## src/rtl/uart_tx_core_if.sv

```systemverilog
// Host-side parallel interface of the UART transmitter: word, request strobe,
// per-frame parity options and the busy indication back to the host.
interface uart_tx_core_if #(
  parameter int unsigned DATA_WIDTH = 8
);
  logic [DATA_WIDTH-1:0] p_data;
  logic                  data_valid;
  logic                  par_en;
  logic                  par_typ;
  logic                  busy;

  modport master (
    output p_data, data_valid, par_en, par_typ,
    input  busy
  );

  modport slave (
    input  p_data, data_valid, par_en, par_typ,
    output busy
  );
endinterface

```

## src/rtl/uart_tx_core.sv

```systemverilog
// UART transmitter: start, DATA_WIDTH data bits LSB first, optional parity, stop.
// Define UART_TX_TWO_STOP_EN to send two stop bits instead of one.
module uart_tx_core #(
  parameter int unsigned DATA_WIDTH = 8,
  parameter int unsigned PRESCALE   = 8
) (
  input  logic           clk,
  input  logic           rst,
  uart_tx_core_if.slave  bus,
  output logic           tx_out
);

  localparam int unsigned CNT_W = (PRESCALE > 1) ? $clog2(PRESCALE) : 1;
  localparam int unsigned BIT_W = (DATA_WIDTH > 1) ? $clog2(DATA_WIDTH) : 1;

  typedef enum logic [2:0] {
    IDLE,
    START,
    DATA,
    PARITY,
    STOP
  } state_t;

  state_t                state_q, state_d;
  logic [CNT_W-1:0]      cnt_q, cnt_d;
  logic [BIT_W-1:0]      bit_q, bit_d;
  logic [DATA_WIDTH-1:0] data_q, data_d;
  logic                  par_en_q, par_en_d;
  logic                  par_typ_q, par_typ_d;
  logic                  tx_q, tx_d;
  logic                  busy_q, busy_d;
  logic                  bit_end;
`ifdef UART_TX_TWO_STOP_EN
  logic                  stop2_q, stop2_d;
`endif

  // State and datapath registers; reset abandons any frame in flight.
  always_ff @(posedge clk or negedge rst) begin
    if (!rst) begin
      state_q   <= IDLE;
      cnt_q     <= '0;
      bit_q     <= '0;
      data_q    <= '0;
      par_en_q  <= 1'b0;
      par_typ_q <= 1'b0;
      tx_q      <= 1'b1;
      busy_q    <= 1'b0;
`ifdef UART_TX_TWO_STOP_EN
      stop2_q   <= 1'b0;
`endif
    end else begin
      state_q   <= state_d;
      cnt_q     <= cnt_d;
      bit_q     <= bit_d;
      data_q    <= data_d;
      par_en_q  <= par_en_d;
      par_typ_q <= par_typ_d;
      tx_q      <= tx_d;
      busy_q    <= busy_d;
`ifdef UART_TX_TWO_STOP_EN
      stop2_q   <= stop2_d;
`endif
    end
  end

  // Next state; tx/busy are derived from the next state so they stay registered.
  always_comb begin
    state_d   = state_q;
    cnt_d     = cnt_q;
    bit_d     = bit_q;
    data_d    = data_q;
    par_en_d  = par_en_q;
    par_typ_d = par_typ_q;
    tx_d      = 1'b1;
    busy_d    = 1'b0;
`ifdef UART_TX_TWO_STOP_EN
    stop2_d   = stop2_q;
`endif
    bit_end   = (cnt_q == CNT_W'(PRESCALE - 1));

    if (state_q != IDLE) begin
      cnt_d = bit_end ? '0 : cnt_q + CNT_W'(1);
    end

    case (state_q)
      IDLE: begin
        cnt_d = '0;
        bit_d = '0;
        if (bus.data_valid) begin
          data_d    = bus.p_data;
          par_en_d  = bus.par_en;
          par_typ_d = bus.par_typ;
          state_d   = START;
        end
      end
      START: begin
        if (bit_end) begin
          state_d = DATA;
          bit_d   = '0;
        end
      end
      DATA: begin
        if (bit_end) begin
          if (bit_q == BIT_W'(DATA_WIDTH - 1)) begin
            state_d = par_en_q ? PARITY : STOP;
            bit_d   = '0;
          end else begin
            bit_d = bit_q + BIT_W'(1);
          end
        end
      end
      PARITY: begin
        if (bit_end) state_d = STOP;
      end
      STOP: begin
        if (bit_end) begin
`ifdef UART_TX_TWO_STOP_EN
          if (!stop2_q) begin
            stop2_d = 1'b1;
          end else begin
            stop2_d = 1'b0;
            state_d = IDLE;
          end
`else
          state_d = IDLE;
`endif
        end
      end
      default: state_d = IDLE;
    endcase

    case (state_d)
      START:   tx_d = 1'b0;
      DATA:    tx_d = data_d[bit_d];
      PARITY:  tx_d = (^data_d) ^ par_typ_d;
      default: tx_d = 1'b1;
    endcase
    busy_d = (state_d != IDLE);
  end

  assign tx_out   = tx_q;
  assign bus.busy = busy_q;

endmodule

```

## src/flat_wrapper.sv

```systemverilog
// flat-port wrapper written by rule: the top's interface ports become plain ports
module uart_tx_core_flat 
#(
  parameter int unsigned DATA_WIDTH = 8,
  parameter int unsigned PRESCALE   = 8
)
  (clk, rst, tx_out, bus_p_data, bus_data_valid, bus_par_en, bus_par_typ, bus_busy);
  uart_tx_core_if #(.DATA_WIDTH(DATA_WIDTH)) bus_i ();
  input  logic clk;
  input  logic rst;
  output logic tx_out;
  input wire logic [$bits(bus_i.p_data)-1:0] bus_p_data;
  input wire logic [$bits(bus_i.data_valid)-1:0] bus_data_valid;
  input wire logic [$bits(bus_i.par_en)-1:0] bus_par_en;
  input wire logic [$bits(bus_i.par_typ)-1:0] bus_par_typ;
  output wire logic [$bits(bus_i.busy)-1:0] bus_busy;
  assign bus_i.p_data = bus_p_data;
  assign bus_i.data_valid = bus_data_valid;
  assign bus_i.par_en = bus_par_en;
  assign bus_i.par_typ = bus_par_typ;
  assign bus_busy = bus_i.busy;
  uart_tx_core #(.DATA_WIDTH(DATA_WIDTH), .PRESCALE(PRESCALE)) u_core (.clk(clk), .rst(rst), .bus(bus_i), .tx_out(tx_out));
endmodule
```

## config.mk

```make
export PLATFORM = sky130hd
export DESIGN_NAME = uart_tx_core_flat
export DESIGN_NICKNAME = d
export VERILOG_FILES = /design/src/rtl/uart_tx_core_if.sv /design/src/rtl/uart_tx_core.sv /design/src/flat_wrapper.sv
export SDC_FILE = /design/constraint.sdc
export NUM_CORES = 1
export LEC_CHECK = 0
export BUFFER_PORTS_ARGS = -buffer_cell sky130_fd_sc_hd__buf_2
export CAP_MARGIN = 20
export CORE_ASPECT_RATIO = 0.6
export CORE_UTILIZATION = 30
export CTS_CLUSTER_SIZE = 20
export DETAILED_ROUTE_END_ITERATION = 6
export GPL_ROUTABILITY_DRIVEN = 0
export GPL_TIMING_DRIVEN = 1
export SETUP_SLACK_MARGIN = 0.05
export SYNTH_ARGS = -nofsm -noshare
export SYNTH_HDL_FRONTEND = slang
export SYNTH_SLANG_ARGS = --single-unit
```

## constraint.sdc

```tcl
create_clock -name clk -period 2.7 [get_ports clk]
set_input_delay 0.405 -clock clk [delete_from_list [all_inputs] [get_ports clk]]
set_output_delay 0.405 -clock clk [all_outputs]
set_load 0.05 [all_outputs]
```

==> metrics.yaml <==
placement:
  io_buffers: 14
  dp.cells: 157
  dp_hpwl_um: 1812
  dp_worst_setup_slack_ps: 501.8
synth:
  ys_seq_area_share_pct: 42.06
  synth_fp_nets: 117
  ys.flop_type: "dfrtp_1"
  ys_seq_elements: 21
  yosysWarningCount: 0
  synth_area_mm2: 0.001252
  synth_cell_types: 38
  synth-async-reset-ratio_pct: 100.0
  synth_edf_count: 0
  avgSynthCellArea_um2: 12.78
  netlist_instances: 98
clocking:
  cts_tree: "built"
  cts_setup_buffers: 0
  htree_levels: 1
  cts_resized: 0
  numCtsBuffers: 3
  cts-root-buf: "clkbuf_8"
  clkTransAtPathRegs_ps: 80
  clk_latency_ps: 260
  cts_buffer_depth: 2
  cts-hold-fix-buffers: 0
  cts_sinks: 21
setup_path:
  critical_path_class: "reg -> reg"
  worstPathArrival_ps: 2380
  cp_max_fo: 5
  required_ps: 2890
  endpoint_kind: "flip-flop"
  start_kind: "flip-flop"
global_routing:
  grtUsageMet3_pct: 4.762
  busiest_layer: "met2"
  grt_start_max_net_pins: 22
  grt.met1_usage_pct: 16.30
  track_usage_pct: 11.63
  grt_overflow: 0
  grt_pass1_wl_um: 3857
  antenna_found_initial: 0
  grt_use_met2_pct: 17.07
  grt_pass1_vias: 812
pwr:
  comb_power_share_pct: 7.3
  p_sw_share_pct: 21.48
  powerDensity_mw_per_mm2: 399.6
  p_seq_share_pct: 55.9
  p_clk_share_pct: 36.8
  leakage_nw: 0.6666
  p_sw_w: 0.0001208
  vdd.ir_drop.worst_mv: 0.1375
  p_total_w: 0.0005625
  p_int_w: 0.0004417
floorplanning:
  dieArea_mm2: 0.004446
  row_count: 17
  die_width_um: 85.42
  core-area_mm2: 0.003829
  fp.dieH_um: 52.05
  ios: 15
  initial_core_util_pct: 32.71
drt:
  finalWirelength_um: 2283
  wl_per_cell_um: 14.18
  vias_per_cell: 4.882
  drc_errors: 0
  ant_nets: 0
  vias: 786
  drtIter0Drc: 33
  first_pass_iters: 4
timing:
  finalSetupViolCount: 0
  drv_slew: 0
  fin_skew_ps: 1.229
  fin_ws_ps: 503.1
  fin_crit_sh_pct: 81.37
  worstMarginPinSlew_ps: 485.2
  fmaxAchievable_mhz: 455.2
  period_needed_ps: 2197
  hold_viol: 0
  relSlewSlack_pct: 67.65
  tns_ps: 0
  rsz0062_at_grt: "false"
layout:
  post-route-util_pct: 36.76
  seqCellArea_um2: 526.8
  mostFrequentLayoutCell: "dfrtp_1"
  n_antenna_cell: 0
  nNetsFinal: 134
  multi_input_area_um2: 703.2
  nFillCells: 380
  final_cell_mix: "20 x dfrtp_1, 14 x buf_2, 8 x xnor2_1, 7 x mux2_1"
  area_delta_synth_final_pct: 12.39
  final_cells: 161
  drive_gt1_share_pct: 28.95
flow_run:
  drv_cap: 0
outcome:
  status: "finished clean"
hold_path:
  min_path_type: "in -> async"
-- area by class of cell --
cell class	instances	share of cell area (%)
Inverter	1	0.2667
Timing Repair Buffer	14	4.978
Sequential cell	21	37.42
Clock buffer	4	3.200
Tap cell	47	4.178
Multi-Input combinational cell	74	49.96
-- registers in the layout (all words and copies together), names as in the netlist --
name	flops
u_core.data_q	8
u_core.bit_q	3
u_core.cnt_q	3
u_core.state_q	3
u_core.bus.busy	1
u_core.par_en_q	1
u_core.par_typ_q	1
u_core.tx_out	1
-- logic make-up (layout without fill, tap and decap cells) --
| kind of cell | count (synthesis) | count (layout) | synth area share, % |
|---|---|---|---|
| AO/OA/AOI/OAI | 12 | 12 | 9.191 |
| flip-flops | 21 | 21 | 42.06 |
| XOR/XNOR | 14 | 14 | 11.99 |
| adder cells (fa/ha/maj) | 6 | 6 | 5.994 |
| buffers and inverters | 3 | 19 | 1.798 |
| AND/OR/NAND/NOR | 24 | 24 | 13.29 |
| multiplexers | 18 | 18 | 15.68 |
-- cells in the mapped netlist (2+ instances only) --
| cell | instances | area [um^2] |
|---|---|---|
| nor2b_1 | 3 | 18.77 |
| nor2_1 | 3 | 11.26 |
| ha_1 | 6 | 75.07 |
| nand2b_1 | 2 | 12.51 |
| nand2_1 | 3 | 11.26 |
| mux2_2 | 6 | 67.56 |
| xor2_1 | 4 | 35.03 |
| o21ai_0 | 3 | 15.01 |
| xnor2_1 | 8 | 70.07 |
| xnor3_1 | 2 | 45.04 |
| dfrtp_1 | 20 | 500.5 |
| mux2i_1 | 5 | 50.05 |
| nor3_1 | 2 | 10.01 |
| mux2_1 | 7 | 78.83 |
-- worst max-delay path, cell delays in order (launching register included) --
cell	delay, ps
dfrtp_1	390
ha_1	230
ha_1	200
nor2b_4	150
mux2i_1	160
o31ai_4	300
mux2i_1	130
or3b_1	370
a41oi_2	200
-- final timing paths --
kind / slack (ps) / cells past startpoint / end / start
worst max-delay path: 500 / 8 / u_core.tx_out$_DFF_PN1_ / u_core.cnt_q[0]$_DFF_PN0_
worst min-delay path: 100 / 1 / u_core.state_q[0]$_DFF_PN0_ / rst
worst max register to register: 500 / 8 / u_core.tx_out$_DFF_PN1_ / u_core.cnt_q[0]$_DFF_PN0_
worst min register to register: 440 / 1 / u_core.cnt_q[0]$_DFF_PN0_ / u_core.cnt_q[0]$_DFF_PN0_
max in group asynchronous: 2250 / 1 / u_core.tx_out$_DFF_PN1_ / rst
min in group clk: 370 / 2 / u_core.par_en_q$_DFFE_PN0P_ / bus_par_en
-- stage by stage --
stage	hold slack (ps)	instance area, um^2
floorplan	109.4	1252
global placement	390.1	1363
detailed placement	398.6	1363
CTS	113.4	1408
global route	132.8	1408
finish	98.39	1408
-- routing by layer --
layer,vias to the layer above,share of wire (%)
met1,379,52
met2,21,41
met5,-,0
met3,0,6.2
met4,0,0
li1,386,-
-- power groups by stage --
stage               clock network, W  registers, W  logic (W)
floorplan                          0      0.000321  0.0000220
global placement                   0      0.000320  0.0000423
detailed placement                 0      0.000320  0.0000425
CTS                         0.000214      0.000314  0.0000427
global route                0.000228      0.000314  0.0000472
finish                      0.000207      0.000314  0.0000412
Note: power is estimated with default switching activity, not from simulation.
